<file path="src/rtl/mult_control_pkg.sv">
// Shared definitions for the shift-add multiplier sequencer: state encoding and default sizing.
package mult_control_pkg;

   localparam int WIDTH_DEF = 32;
   localparam int CNT_W_DEF = 5;

   typedef enum logic [2:0] {
      ST_IDLE  = 3'd0,
      ST_LOAD  = 3'd1,
      ST_TEST  = 3'd2,
      ST_ADD   = 3'd3,
      ST_SHIFT = 3'd4,
      ST_DONE  = 3'd5
   } state_t;

endpackage

</file>
<file path="src/rtl/mult_iter_counter.sv">
// Iteration counter for the multiplier sequencer; flags the final iteration.
module mult_iter_counter #(
   parameter int WIDTH = 32,
   parameter int CNT_W = 5
) (
   input  logic             i_clk,
   input  logic             i_reset,
   input  logic             i_clr,
   input  logic             i_inc,
   output logic [CNT_W-1:0] o_count,
   output logic             o_last
);

   logic [CNT_W-1:0] r_count;

   // clr outranks inc so an abort or reload always lands on zero
   always_ff @(posedge i_clk) begin
      if (i_reset || i_clr)
         r_count <= '0;
      else if (i_inc)
         r_count <= r_count + 1'b1;
   end

   assign o_count = r_count;
   assign o_last  = (r_count == CNT_W'(WIDTH - 1));

endmodule

</file>
<file path="src/rtl/mult_control.sv">
// Sequencer for the shift-add multiplier datapath: strobes load/add/shift and handshakes start/busy/done.
//
//  state | meaning
//  IDLE  | waiting for start
//  LOAD  | datapath loads operands, product high half cleared
//  TEST  | inspect multiplier LSB
//  ADD   | product_hi += multiplicand
//  SHIFT | shift product/multiplier right, advance iteration
//  DONE  | one-cycle done pulse, product valid
module mult_control
   import mult_control_pkg::*;
#(
   parameter int WIDTH = WIDTH_DEF,
   parameter int CNT_W = CNT_W_DEF
) (
   input  logic             i_clk,
   input  logic             i_reset,
   input  logic             i_start,
   input  logic             i_abort,
   input  logic             i_mplier_lsb,
   output logic             o_load,
   output logic             o_add_en,
   output logic             o_shift_en,
   output logic             o_busy,
   output logic             o_done,
   output logic [CNT_W-1:0] o_iter_count
);

   state_t r_state;
   state_t w_state_nxt;
   logic   w_abort_act;
   logic   w_cnt_clr;
   logic   w_cnt_inc;
   logic   w_last;

   assign w_abort_act = i_abort && (r_state != ST_IDLE);

   always_ff @(posedge i_clk) begin
      if (i_reset)
         r_state <= ST_IDLE;
      else
         r_state <= w_state_nxt;
   end

   always_comb begin
      w_state_nxt = r_state;
      case (r_state)
         ST_IDLE:  if (i_start) w_state_nxt = ST_LOAD;
         ST_LOAD:  w_state_nxt = ST_TEST;
         ST_TEST:  w_state_nxt = i_mplier_lsb ? ST_ADD : ST_SHIFT;
         ST_ADD:   w_state_nxt = ST_SHIFT;
         ST_SHIFT: w_state_nxt = w_last ? ST_DONE : ST_TEST;
         ST_DONE:  w_state_nxt = ST_IDLE;
         default:  w_state_nxt = ST_IDLE;
      endcase
      if (w_abort_act)
         w_state_nxt = ST_IDLE;
   end

   // Count holds at WIDTH-1 through DONE/IDLE; only LOAD or abort return it to zero
   assign w_cnt_clr = (r_state == ST_LOAD) || w_abort_act;
   assign w_cnt_inc = (r_state == ST_SHIFT) && !w_last;

   mult_iter_counter #(
      .WIDTH (WIDTH),
      .CNT_W (CNT_W)
   ) u_iter_counter (
      .i_clk   (i_clk),
      .i_reset (i_reset),
      .i_clr   (w_cnt_clr),
      .i_inc   (w_cnt_inc),
      .o_count (o_iter_count),
      .o_last  (w_last)
   );

   assign o_load     = (r_state == ST_LOAD);
   assign o_add_en   = (r_state == ST_ADD);
   assign o_shift_en = (r_state == ST_SHIFT);
   assign o_done     = (r_state == ST_DONE);
   assign o_busy     = (r_state != ST_IDLE);

endmodule
</file>
<file path="config.mk">
export PLATFORM = sky130hd
export DESIGN_NAME = mult_control
export DESIGN_NICKNAME = d
export VERILOG_FILES = /design/src/rtl/mult_control_pkg.sv /design/src/rtl/mult_iter_counter.sv /design/src/rtl/mult_control.sv
export SDC_FILE = /design/constraint.sdc
export NUM_CORES = 1
export LEC_CHECK = 0
export ABC_AREA = 1
export BUFFER_PORTS_ARGS = -buffer_cell sky130_fd_sc_hd__buf_2
export CELL_PAD_IN_SITES_DETAIL_PLACEMENT = 1
export CELL_PAD_IN_SITES_GLOBAL_PLACEMENT = 2
export CORE_UTILIZATION = 22
export DETAILED_ROUTE_END_ITERATION = 10
export MAX_ROUTING_LAYER = met4
export PLACE_DENSITY = 0.66
export SETUP_SLACK_MARGIN = 0.4
export SLEW_MARGIN = 20
export SYNTH_ARGS = -nofsm -noshare
export SYNTH_HDL_FRONTEND = slang
export SYNTH_HIERARCHICAL = 1
export SYNTH_SLANG_ARGS = --single-unit
</file>
<file path="constraint.sdc">
create_clock -name i_clk -period 1.75 [get_ports i_clk]
set_clock_uncertainty 0.15 [all_clocks]
set_input_delay 0.35 -clock i_clk [delete_from_list [all_inputs] [get_ports i_clk]]
set_output_delay 0.35 -clock i_clk [all_outputs]
set_load 0.05 [all_outputs]
</file>
==> results.yml <==
pwr:
  power_density_nw_per_um2: 1030
  leakagePower_nw: 0.411
  vdd_drop_max_uv: 548
logic_synthesis:
  avgSynthCellArea_sq_um: 7.08
  yosysSeqAreaShare: 0.338
  syn-num-nets: 74
  synth_warnings: 6
  synth-seq-cells: 8
  synth_cell_types: 17
  syn-instance-count: 67
  syn_area_sq_um: 474
timing:
  setup_violations: 0
  hold_violations: 0
  slew_viol_final: 0
  rsz0062_at_grt: "yes"
  tns_ps: 0
  worstMarginPinSlew_ps: 215
  timing.fmax_mhz: 629
  period_minus_slack_ps: 1590
  holdWs_ps: 231
  finalCritPeriodShare: 0.909
  max_slew_margin: 0.855
global_route:
  grt_pass1_vias: 556
  grt_pass1_wl_mm: 2.49
  antenna_found_initial: 0
  grt_max_degree: 6
  grt_use_total: 0.149
  grt_overflow_total: 0
floorplanning:
  coreArea_sq_um: 2000
  die-area_sq_um: 2340
  initial_core_util: 0.237
  fp.dieW_um: 48.4
  io_pins: 15
  rows: 16
  dieHeight_um: 48.4
cts:
  path_clk_slew_ps: 60
  cts_hold_buf: 0
  clock_sinks: 8
  clk_path_buf_depth: 2
  root_buffer: "clkbuf_4"
  htree_levels: 1
  clk_latency_ps: 270
  cts_buffers: 3
  cts_tree: "yes"
route:
  viasPerCell: 4.26
  wl_per_cell_um: 11.8
  first_pass_iters: 3
  dr.first_iter.drc_count: 2
  drc: 0
  vias: 549
  totalWireLength_mm: 1.52
  antenna_left: 0
final_layout:
  layout_common_cells: "12 x buf_6, 11 x nor2_1, 10 x buf_4, 8 x nand2_1"
  fin_area_sq_um: 971
  drive_gt1_frac: 0.716
  fillCellCount: 238
  layout.cells.most_common: "buf_6"
  final_cells: 129
  nets: 110
  utilization: 0.485
  diodes: 0
  synthToLayoutAreaGrowth_pct: 105
critical_path:
  start_kind: "register"
  regToRegSetupSlack_ps: 190
  end_kind: "output pin"
  critPathMaxStageDelay_ps: 370
  cpLargestDelayFamily: "flip-flops"
  cp.buffers_inverters: 2
  slowest_stage: "dfxtp_4"
  r2r_start: "u_iter_counter/o_count[0]$_SDFFE_PP0P_"
  crit_fanout: 4
  crit_type: "reg2out"
  reg2regPathDepth: 9
  cp.arrival_ps: 1090
  r2r_end: "u_iter_counter/o_count[3]$_SDFFE_PP0P_"
  cp_cell_sequence: "nor2_4 -> nand2_4 -> clkinvlp_4 -> buf_8"
  worstPathRequired_ps: 1250
placed_design:
  place_congestion: 0.675
  placed_cell_area_sq_um: 659
  dp_hpwl_um: 872
  port_buffers: 14
  dp.cells: 109
min_path:
  holdCritStartpoint: "i_reset"
  hold_depth: 4
  holdPathEnd: "u_iter_counter/o_count[2]$_SDFFE_PP0P_"
  hold_class: "in2reg"
flow_run:
  cap_violations: 0
status:
  status: "completed"
-- cells by family after synthesis --
logic type	synth area share
AND/OR/NAND/NOR	0.449
adder cells (fa/ha/maj)	0.0528
AO/OA/AOI/OAI	0.0818
flip-flops	0.338
buffers and inverters	0.0791
-- flip-flops by register name (all words and copies together) (netlist names) --
register / flops
r_state: 3
u_iter_counter/o_count: 5
-- metal layers --
layer / up-vias / GRT usage / wire length [um]
li1: 280 / - / -
met1: 252 / 0.154 / 585
met2: 13 / 0.256 / 843
met3: 4 / 0.0283 / 41
met4: 0 / 0.103 / 46
met5: - / - / 0
-- how the worst max path moves through the flow --
stage / startpoint / endpoint / slack, ps / depth (start not counted)
finish: r_state[0]$_SDFFE_PP0P_ / o_shift_en / 160 / 4
global route: r_state[1]$_SDFFE_PP0P_ / o_load / 110 / 4
CTS: r_state[0]$_SDFFE_PP0P_ / o_shift_en / 140 / 4
detailed placement: u_iter_counter/o_count[0]$_SDFFE_PP0P_ / u_iter_counter/o_count[3]$_SDFFE_PP0P_ / 130 / 9
global placement: u_iter_counter/o_count[0]$_SDFFE_PP0P_ / u_iter_counter/o_count[3]$_SDFFE_PP0P_ / 140 / 9
floorplan: u_iter_counter/o_count[0]$_SDFFE_PP0P_ / u_iter_counter/o_count[3]$_SDFFE_PP0P_ / 150 / 9
-- power breakdown --
group	total [W]	switching (W)	internal (W)
clock	0.000164	0.0000759	0.0000881
sequential	0.000250	0.0000407	0.000209
combinational	0.000582	0.000336	0.000246
-- through the flow --
step	total power, W	setup slack [ps]
after global placement	0.000644	141
after CTS	0.000936	139
after floorplan	0.000565	150
final	0.000995	160
after detailed placement	0.000644	130
after global routing	0.00106	114
-- synth_stat cells --
library cell  instances  area share
a21oi_1               2       0.021
a21oi_2               1       0.018
and3_1                1       0.013
dfxtp_1               8        0.34
ha_1                  2       0.053
inv_1                 9       0.071
inv_2                 1      0.0079
nand2_1               8       0.063
nand2_2               3       0.040
nand2_4               2       0.047
nand3_1               3       0.032
nand3b_1              1       0.016
nor2_1               15        0.12
nor2_2                2       0.026
nor2_4                3       0.071
nor3_1                2       0.021
o21ai_0               4       0.042
-- worst min-delay path: stages --
cell	delay, ps
buf_2	120
nor2_4	60
nand2_1	60
nor2_1	30
-- area by class of cell --
class	instances	area, sq um	area share
multi-input combinational	49	374	0.385
timing repair buffer	31	305	0.314
sequential	8	183	0.188
inverter	10	48.8	0.0503
tap	27	33.8	0.0348
clock buffer	4	26.3	0.0271
-- timing repair --
item                                    in CTS  in global routing
buffers inserted                            12                  4
pin swaps                                   11                 14
endpoints found under the setup margin      18                 17
gates resized for setup                     36                 17
Note: power is estimated with default switching activity, not from simulation.
